[src/rtl/load_store_unit.sv]
//----------------------------------------------------------------------------
// load_store_unit
//
// Executes one LDR/STR (word or byte, pre/post-indexed, add/subtract offset,
// optional base writeback) per request from the execute stage. Operands are
// captured on start. When the instruction condition passed, the unit performs
// a single memory access and then writes back Rd and/or Rn for one cycle.
// A down-counter bounds the wait for mem_ack. If it expires, the access is
// abandoned and a fault pulse is raised together with done.
//
// Parameters
//   ACK_TIMEOUT  ACCESS cycles allowed without mem_ack before faulting
//
// Ports
//   clk, nreset                 clock, synchronous active-high reset
//   start, cond_pass            request strobe and condition result
//   load, pre_index, up,        instruction attributes (L, P, U, B, W)
//   byte_op, writeback
//   base, offset, store_data    Rn value, offset, Rd value for stores
//   rd_in, rn_in                register indices
//   mem_req/we/addr/be/wdata    memory request, held until mem_ack
//   mem_ack, mem_rdata          memory completion and read data
//   rd_we/rd_addr/rd_data       Rd write port (loads)
//   rn_we/rn_addr/rn_data       Rn write port (base update)
//   busy, done, fault           status: in progress, completion, timeout
//----------------------------------------------------------------------------
`timescale 1ns/1ps

module load_store_unit #(
    parameter int ACK_TIMEOUT = 16
) (
    input  logic        clk,
    input  logic        nreset,
    input  logic        start,
    input  logic        cond_pass,
    input  logic        load,
    input  logic        pre_index,
    input  logic        up,
    input  logic        byte_op,
    input  logic        writeback,
    input  logic [31:0] base,
    input  logic [31:0] offset,
    input  logic [31:0] store_data,
    input  logic [3:0]  rd_in,
    input  logic [3:0]  rn_in,
    output logic        mem_req,
    output logic        mem_we,
    output logic [31:0] mem_addr,
    output logic [3:0]  mem_be,
    output logic [31:0] mem_wdata,
    input  logic        mem_ack,
    input  logic [31:0] mem_rdata,
    output logic        rd_we,
    output logic [3:0]  rd_addr,
    output logic [31:0] rd_data,
    output logic        rn_we,
    output logic [3:0]  rn_addr,
    output logic [31:0] rn_data,
    output logic        busy,
    output logic        done,
    output logic        fault
);

    // state    | meaning
    // ---------+--------------------------------------------------------
    // IDLE     | waiting for start; outputs quiet
    // ACCESS   | mem_req held, waiting for mem_ack or timeout
    // COMPLETE | one cycle: done pulse, Rd/Rn writes if condition passed
    // FAULT    | one cycle: done and fault pulse, no register writes

    typedef enum logic [1:0] {
        S_IDLE     = 2'd0,
        S_ACCESS   = 2'd1,
        S_COMPLETE = 2'd2,
        S_FAULT    = 2'd3
    } state_t;

    localparam int CW = $clog2(ACK_TIMEOUT + 1);

    state_t        state_q, state_d;
    logic [CW-1:0] cnt_q, cnt_d;
    logic [31:0]   ld_data_q, ld_data_d;

    logic          cond_q;
    logic          load_q;
    logic          byte_q;
    logic          rn_upd_q;
    logic [31:0]   addr_q;
    logic [31:0]   eff_q;
    logic [31:0]   sdata_q;
    logic [3:0]    rd_q;
    logic [3:0]    rn_q;

    logic [31:0]   eff_calc;
    logic [31:0]   rot_data;
    logic          accept;

    assign accept   = (state_q == S_IDLE) && start;
    assign eff_calc = up ? (base + offset) : (base - offset);

    // Rotating the read word right by the byte lane yields the unaligned
    // word result directly; its low byte is also the selected byte lane.
    assign rot_data = 32'({mem_rdata, mem_rdata} >> {addr_q[1:0], 3'b000});

    // Operand capture
    always_ff @(posedge clk) begin
        if (nreset) begin
            cond_q   <= 1'b0;
            load_q   <= 1'b0;
            byte_q   <= 1'b0;
            rn_upd_q <= 1'b0;
            addr_q   <= '0;
            eff_q    <= '0;
            sdata_q  <= '0;
            rd_q     <= '0;
            rn_q     <= '0;
        end else if (accept) begin
            cond_q   <= cond_pass;
            load_q   <= load;
            byte_q   <= byte_op;
            // post-indexed forms always update the base
            rn_upd_q <= writeback | ~pre_index;
            addr_q   <= pre_index ? eff_calc : base;
            eff_q    <= eff_calc;
            sdata_q  <= store_data;
            rd_q     <= rd_in;
            rn_q     <= rn_in;
        end
    end

    // State register
    always_ff @(posedge clk) begin
        if (nreset) begin
            state_q   <= S_IDLE;
            cnt_q     <= '0;
            ld_data_q <= '0;
        end else begin
            state_q   <= state_d;
            cnt_q     <= cnt_d;
            ld_data_q <= ld_data_d;
        end
    end

    // Next-state logic
    always_comb begin
        state_d   = state_q;
        cnt_d     = cnt_q;
        ld_data_d = ld_data_q;
        case (state_q)
            S_IDLE: begin
                if (start) begin
                    state_d = cond_pass ? S_ACCESS : S_COMPLETE;
                    // terminal count 0 lands on the last allowed ACCESS cycle
                    cnt_d   = CW'(ACK_TIMEOUT - 1);
                end
            end
            S_ACCESS: begin
                if (mem_ack) begin
                    state_d   = S_COMPLETE;
                    ld_data_d = byte_q ? {24'h0, rot_data[7:0]} : rot_data;
                end else if (cnt_q == '0) begin
                    state_d = S_FAULT;
                end else begin
                    cnt_d = cnt_q - CW'(1);
                end
            end
            S_COMPLETE: state_d = S_IDLE;
            S_FAULT:    state_d = S_IDLE;
            default:    state_d = S_IDLE;
        endcase
    end

    // Outputs
    always_comb begin
        busy      = 1'b1;
        mem_req   = 1'b0;
        mem_we    = 1'b0;
        mem_addr  = '0;
        mem_be    = '0;
        mem_wdata = '0;
        done      = 1'b0;
        fault     = 1'b0;
        rd_we     = 1'b0;
        rd_addr   = '0;
        rd_data   = '0;
        rn_we     = 1'b0;
        rn_addr   = '0;
        rn_data   = '0;
        case (state_q)
            S_IDLE: begin
                busy = 1'b0;
            end
            S_ACCESS: begin
                mem_req   = 1'b1;
                mem_we    = ~load_q;
                mem_addr  = {addr_q[31:2], 2'b00};
                mem_be    = byte_q ? (4'b0001 << addr_q[1:0]) : 4'b1111;
                mem_wdata = byte_q ? {4{sdata_q[7:0]}} : sdata_q;
            end
            S_COMPLETE: begin
                done = 1'b1;
                if (cond_q) begin
                    if (load_q) begin
                        rd_we   = 1'b1;
                        rd_addr = rd_q;
                        rd_data = ld_data_q;
                    end
                    // a load into the base register keeps the loaded value
                    if (rn_upd_q && !(load_q && (rd_q == rn_q))) begin
                        rn_we   = 1'b1;
                        rn_addr = rn_q;
                        rn_data = eff_q;
                    end
                end
            end
            S_FAULT: begin
                done  = 1'b1;
                fault = 1'b1;
            end
            default: begin
                busy = 1'b0;
            end
        endcase
    end

endmodule
[config.mk]
export PLATFORM = sky130hd
export DESIGN_NAME = load_store_unit
export DESIGN_NICKNAME = d
export VERILOG_FILES = /design/src/rtl/load_store_unit.sv
export SDC_FILE = /design/constraint.sdc
export NUM_CORES = 1
export LEC_CHECK = 0
export ABC_AREA = 1
export CAP_MARGIN = 20
export CORE_MARGIN = 2
export CORE_UTILIZATION = 53
export CTS_CLUSTER_SIZE = 14
export DETAILED_ROUTE_END_ITERATION = 10
export GPL_TIMING_DRIVEN = 0
export PLACE_DENSITY_LB_ADDON = 0.2
export SETUP_SLACK_MARGIN = 0.05
export SYNTH_ARGS = -nofsm -noshare
export SYNTH_HDL_FRONTEND = slang
export SYNTH_SLANG_ARGS = --single-unit
export TNS_END_PERCENT = 20
[constraint.sdc]
create_clock -name clk -period 4.61 [get_ports clk]
set_input_delay 0.6915 -clock clk [delete_from_list [all_inputs] [get_ports clk]]
set_output_delay 0.6915 -clock clk [all_outputs]
set_load 0.05 [all_outputs]
==> run metrics, run 1 <==
status=complete, no violations; ys flop type=dfxtp_1; Initial Util=0.5428; Leak=6.335 nW; most frequent cells after synthesis=nand2_1 (382), inv_1 (285), nor2_1 (269); PostCTS Resize Cnt=0; PortBufs=289; crit path kind=flip-flop to output pin; Post-synth EDFFs=0; Synth Area in Compound Gates=0.1670; clk sinks=147; Mapped Area=10600 µm²; Period minus WS final=3.722 ns; htree depth=4; Clock Root Buffer=clkbuf_16; multi-input gate area in the final layout=6195 µm²; TNS Setup=0 ns; initial antenna violation count=1; Distinct cells, synth=48; synthesized instance count=1726; Yosys reg bits=147; CTS tree=built; crit path capture type=output pin; first-pass GRT wire length=59920 µm; count of yosys warnings during synthesis=0; most frequent cell after synthesis=nand2_1; number of setup violations in the final report=0; Crit path top cell by count=nor2_1; CTS Buffer Depth=2; Peak supply drop=0.2839 mV; Fmax=268.7 MHz; I/O Pins=293; # placed instances=2281; FF-to-FF path depth=8; Core Rows=51; Synth area leader=dfxtp_1; pre-CTS setup slack=0.5209 ns; total gr overflow=0; ys async rst share=0; crit-path max FO=10; beginning of the critical path=rd_q[2]; CTS Hold Bufs=0; Routed WL=38750 µm; final non-filler cell total=2314; sequential share of the synthesized area=0.2777; CTS buffer count=17; Slowest cell on crit path=clkdlybuf4s50_1; Iteration-0 DRC Markers=1055; routability cong.=0.9786; DP HPWL=31550 µm; startpoint types=flip-flop; arrival time at the worst endpoint=3.03 ns; Reg clk slew, reported paths=0.06 ns; Die Wd=145.4 µm; unrepaired setup endpoints after global routing=false; Die Footprint=21150 µm²; Final #Nets=2223; Fin. Hold Viols=0; Slew headroom=0.5392; hold wc startpoint=cnt_q[0]; First-pass DRT Iterations=6; Hold Path Class=flip-flop to flip-flop; Sequential cell area=2943 µm²; Die Height=145.4 µm; post-synthesis xor/xnor area fraction=0.03966; largest net degree at the start of global routing=17; Top Family by Delay on Critical Path=buffers and inverters; Hold Crit Depth=1; core area=19530 µm²; Setup WS post-layout=0.8882 ns; area growth from synthesis to layout=35.75%; Critical Path RT=3.92 ns; total power=4.576 mW; DR vias/cell=5.309; # Post-CTS Setup Buffers=0; max-cap violation count=0; CP cell instances=inv_1 > o2111ai_1 > a211oi_1 > nor2_1 > nand3_2 > buf_2 > nor2_1 > clkdlybuf4s50_1; Synth Area in Simple Gates=0.2984; pwr dens=318.1 nW/µm²; final worst path period share=0.8073; Syn Area/Cell=6.141 µm²; top cells by area, synth=dfxtp_1 (28%), nand2_1 (14%), inv_1 (10%), nor2_1 (9.5%), a21oi_1 (7.1%); final design utilization=0.7368; WP depth=8; Final Max Slew Viols=0; All-Layer GR Usage=0.3546; drt drc=0; share of cells above drive strength 1=0.05029; Worst-Margin Slew=0.6891 ns; Vias=12285; post-detailed-route count of antenna-violating nets=0; top-area cell type share of the netlist area=0.2777; worst reg2reg path startpoint=state_q[0]; Clock Latency Late Sink=0.44 ns; Worst Skew=0.01572 ns; Bufs and invs on worst path=3; Routed WL per cell=16.75 µm; Adder-Cell Fraction of Synth Area=0.05029; Fillers=1647; largest family of logic cells by synthesized area=simple AND/OR/NAND/NOR gates; number of global-route vias before repair=11508; mux cell area share after synthesis=0.02833; Largest stage delay, worst path=0.88 ns
==> stage by stage <==
stage,area (µm²),hold slack [ns]
final,14390,0.4589
after floorplan,10600,0.4300
after global routing,14390,0.4741
after CTS,14390,0.4549
after detailed placement,13830,0.4451
after global placement,13830,0.4440
==> cell families (layout without fill, tap and decap cells) <==
logic type	after synthesis	count (layout)
buf+inv	375	696
flops	147	147
xor+xnor	48	48
fa+ha+maj	42	42
other cells	1	3
mux	30	30
simple gates	770	770
compound gates	313	313
==> worst register-to-register path, cell delays in order (launching register included) <==
cell      delay [ns]
dfxtp_1         0.40
inv_1           0.11
nor2_4          0.18
nand2_2         0.21
clkbuf_1        0.32
a21oi_1         0.24
o21ai_0         0.18
o211ai_1        0.13
inv_1           0.05
==> metal layers <==
| layer | up-vias | part of all wire | track usage |
|---|---|---|---|
| li1 | 6048 | - | - |
| met1 | 5543 | 0.39 | 0.4195 |
| met2 | 581 | 0.49 | 0.6341 |
| met3 | 113 | 0.075 | 0.05266 |
| met4 | 0 | 0.045 | 0.1618 |
| met5 | - | 0 | 0 |
==> layout make-up <==
type | count | share of cell area
timing repair buffer | 289 | 0.2011
antenna | 1 | 0.0001739
multi-input combinational | 1205 | 0.4306
buffer | 83 | 0.02557
inverter | 292 | 0.07627
clock buffer | 18 | 0.02983
tap | 265 | 0.02305
sequential | 147 | 0.2045
clock inverter | 14 | 0.008957
==> sequential cells by signal (all words and copies together) (netlist names), 2 cells and up <==
signal / flops
addr_q: 32
cnt_q: 5
eff_q: 32
ld_data_q: 32
rd_q: 4
rn_q: 4
sdata_q: 32
state_q: 2
==> worst paths after layout <==
path	to	slack (ns)
min	cnt_q[0]	0.46
max reg2reg	ld_data_q[7]	2.70
max	rn_data[15]	0.89
min reg2reg	cnt_q[0]	0.46
==> cell usage in the layout, fill, tap and decap left out, types with 36 or more instances in the layout <==
cell	Yosys	layout
nand2_1	382	382
clkdlybuf4s50_1	0	289
inv_1	285	285
nor2_1	269	269
a21oi_1	150	150
dfxtp_1	147	147
o21ai_0	86	86
nand3_1	69	69
clkbuf_1	40	41
ha_1	41	41
o211ai_1	36	36
==> power breakdown <==
group | switching, mW | internal [mW] | leakage, nW
Combinational | 1.12 | 0.601 | 4.86
Clock | 0.585 | 0.749 | 0.268
Sequential | 0.0842 | 1.43 | 1.21
Total | 1.79 | 2.78 | 6.33
No activity file was read; power rests on OpenSTA's default activity.
==> run 2, diff against run 1 <==
CORE_UTILIZATION = 50   (was 53)
clock period = 3.5 ns   (was 4.61 ns; I/O delays follow)
==> run 2 against run 1 <==
Effect of this change: critical path depth decreased by 1; power increased by 33%; via count decreased by 0.30%; sequential share of layout area decreased by 0.33 points; hold slack improved by 0.0054 ns; critical endpoint is now rd_data[0]; die area increased by 5.8%; wire length increased by 0.95%; worst setup slack got worse by 0.74 ns.
==> run metrics, run 2 (synthesized netlist as in run 1, its figures left out) <==
status=complete, no violations; leading cell type in the layout, fill and taps excluded=nand2_1; Worst Skew=0.009119 ns (-0.006599 ns); FF-to-FF path depth=8 (unchanged); Fin. Hold Viols=0 (unchanged); first-pass GRT wire length=58630 µm (-2.2%); I/O Pins=293 (unchanged); Reg clk slew, reported paths=0.06 ns (about the same); Critical Path RT=2.97 ns (-0.95 ns); total power=6.067 mW (+33%); clk sinks=147 (unchanged); # placed instances=2291 (+0.44%); htree depth=4 (unchanged); DR vias/cell=5.254 (-1.0%); Fillers=1944 (+18%); Slew headroom=0.5474 (+0.008253); TNS Setup=0 ns (unchanged); Iteration-0 DRC Markers=738 (-30%); total gr overflow=0 (unchanged); Clock Latency Late Sink=0.43 ns (about the same); multi-input gate area in the final layout=6349 µm² (+2.5%); startpoint types=flip-flop; Core Rows=53 (+3.9%); Worst-Margin Slew=0.6788 ns (-0.01022 ns); DP Area=13840 µm² (about the same); Reg2Reg Setup Slack=1.63 ns (-1.07 ns); Hold Slack=0.4642 ns (+0.005360 ns); number of global-route vias before repair=11380 (-1.1%); Routed WL=39120 µm (+0.95%); Hold Path Sink=ld_data_q[21]; crit path kind=flip-flop to output pin; worst reg2reg path startpoint=state_q[0]; Die Height=149.6 µm (+2.9%); Fmax=298.2 MHz; final design utilization=0.7000 (-0.03686); reg-to-reg endpoint=ld_data_q[5]; final non-filler cell total=2331 (+0.73%); Sequential cell area=2943 µm² (unchanged); commonest cells after routing, fill and taps aside=nand2_1 (371), inv_1 (284), nor2_1 (266), clkdlybuf4s50_1 (231), dfxtp_1 (147); core area=20890 µm² (+7.0%); final worst path period share=0.9581; Final #Nets=2229 (+0.27%); Clock Root Buffer=clkbuf_16; Die Wd=149.6 µm (+2.9%); area growth from synthesis to layout=37.95%; First-pass DRT Iterations=5 (-1); post-detailed-route count of antenna-violating nets=0 (unchanged); hold wc startpoint=ld_data_q[21]; pre-CTS setup slack=-0.4127 ns (-0.9336 ns); Hold Crit Depth=2 (+1); Die Footprint=22380 µm² (+5.8%); Vias=12248 (-0.30%); CTS Buffer Depth=2 (unchanged); number of setup violations in the final report=0 (unchanged); largest net degree at the start of global routing=17 (unchanged); CTS Hold Bufs=0 (unchanged); share of cells above drive strength 1=0.07011 (+0.01981); routability cong.=0.9697 (-0.91%); crit-path max FO=9 (-1); Hold Path Class=flip-flop to flip-flop; Final Max Slew Viols=0 (unchanged); max-cap violation count=0 (unchanged); DP HPWL=31550 µm (about the same); CTS buffer count=17 (unchanged); PortBufs=289 (unchanged); arrival time at the worst endpoint=2.83 ns (-0.20 ns); CTS tree=built; pwr dens=414.9 nW/µm² (+30%); Period minus WS final=3.353 ns; crit path capture type=output pin; Setup WS post-layout=0.1467 ns (-0.7416 ns); All-Layer GR Usage=0.3366 (-0.01797); Peak supply drop=0.3695 mV (+30%); drt drc=0 (unchanged); unrepaired setup endpoints after global routing=true; Initial Util=0.5074 (-0.03541); initial antenna violation count=2 (+1); Leak=6.984 nW (+10%); Routed WL per cell=16.78 µm (+0.22%); final cell area excluding filler cells=14620 µm² (+1.6%)
[run 2: worst max-delay path by stage]
stage          startpoint    endpoint  slack [ns]  depth (start not counted)
2_1_floorplan  state_q[1]  rd_addr[0]        0.59                          7
3_3_place_gp    offset[0]  addr_q[25]       -0.37                         19
3_5_place_dp    offset[0]  addr_q[25]       -0.41                         19
4_1_cts         offset[0]  addr_q[25]        0.09                         19
5_1_grt         offset[1]   eff_q[30]      -0.009                         22
6_report       state_q[1]  rd_data[0]        0.15                          7
[run 2: cell type report]
type / instances / share of cell area
diodes: 2 / 0.0003423
plain buffers: 83 / 0.02524
clock buffers: 19 / 0.03029
clock inverters: 13 / 0.007702
inverters: 292 / 0.07505
multi-input cells: 1205 / 0.4342
flip-flops and latches: 147 / 0.2013
well taps: 275 / 0.02353
repair buffers: 295 / 0.2024
[run 2: critical path, stage by stage, from the launching register on]
cell             delay [ns]
dfxtp_1                0.46
inv_1                  0.10
nor2_1                 0.24
inv_1                  0.09
nor3_2                 0.36
inv_2                  0.21
nor2_1                 0.13
clkdlybuf4s50_1        0.81
[run 2: routing by layer]
metal	track usage	vias up	part of all wire
met2	0.6037	521	0.49
met5	0	-	0
li1	-	6065	-
met1	0.4010	5581	0.40
met3	0.04939	81	0.074
met4	0.1386	0	0.037
[run 2: repair_timing]
action | in CTS | in global routing
gates resized for setup | 34 | 66
pin swaps | 0 | 15
setup buffers | 0 | 6
endpoints found under the hold margin | 0 | 0
endpoints found under the setup margin | 34 | 54
[run 2: power by group]
group / total [mW] / leakage (nW) / internal (mW) / switching, mW
clock: 1.73 / 0.265 / 0.949 / 0.786
sequential: 1.99 / 1.21 / 1.89 / 0.106
combinational: 2.34 / 5.51 / 0.824 / 1.52
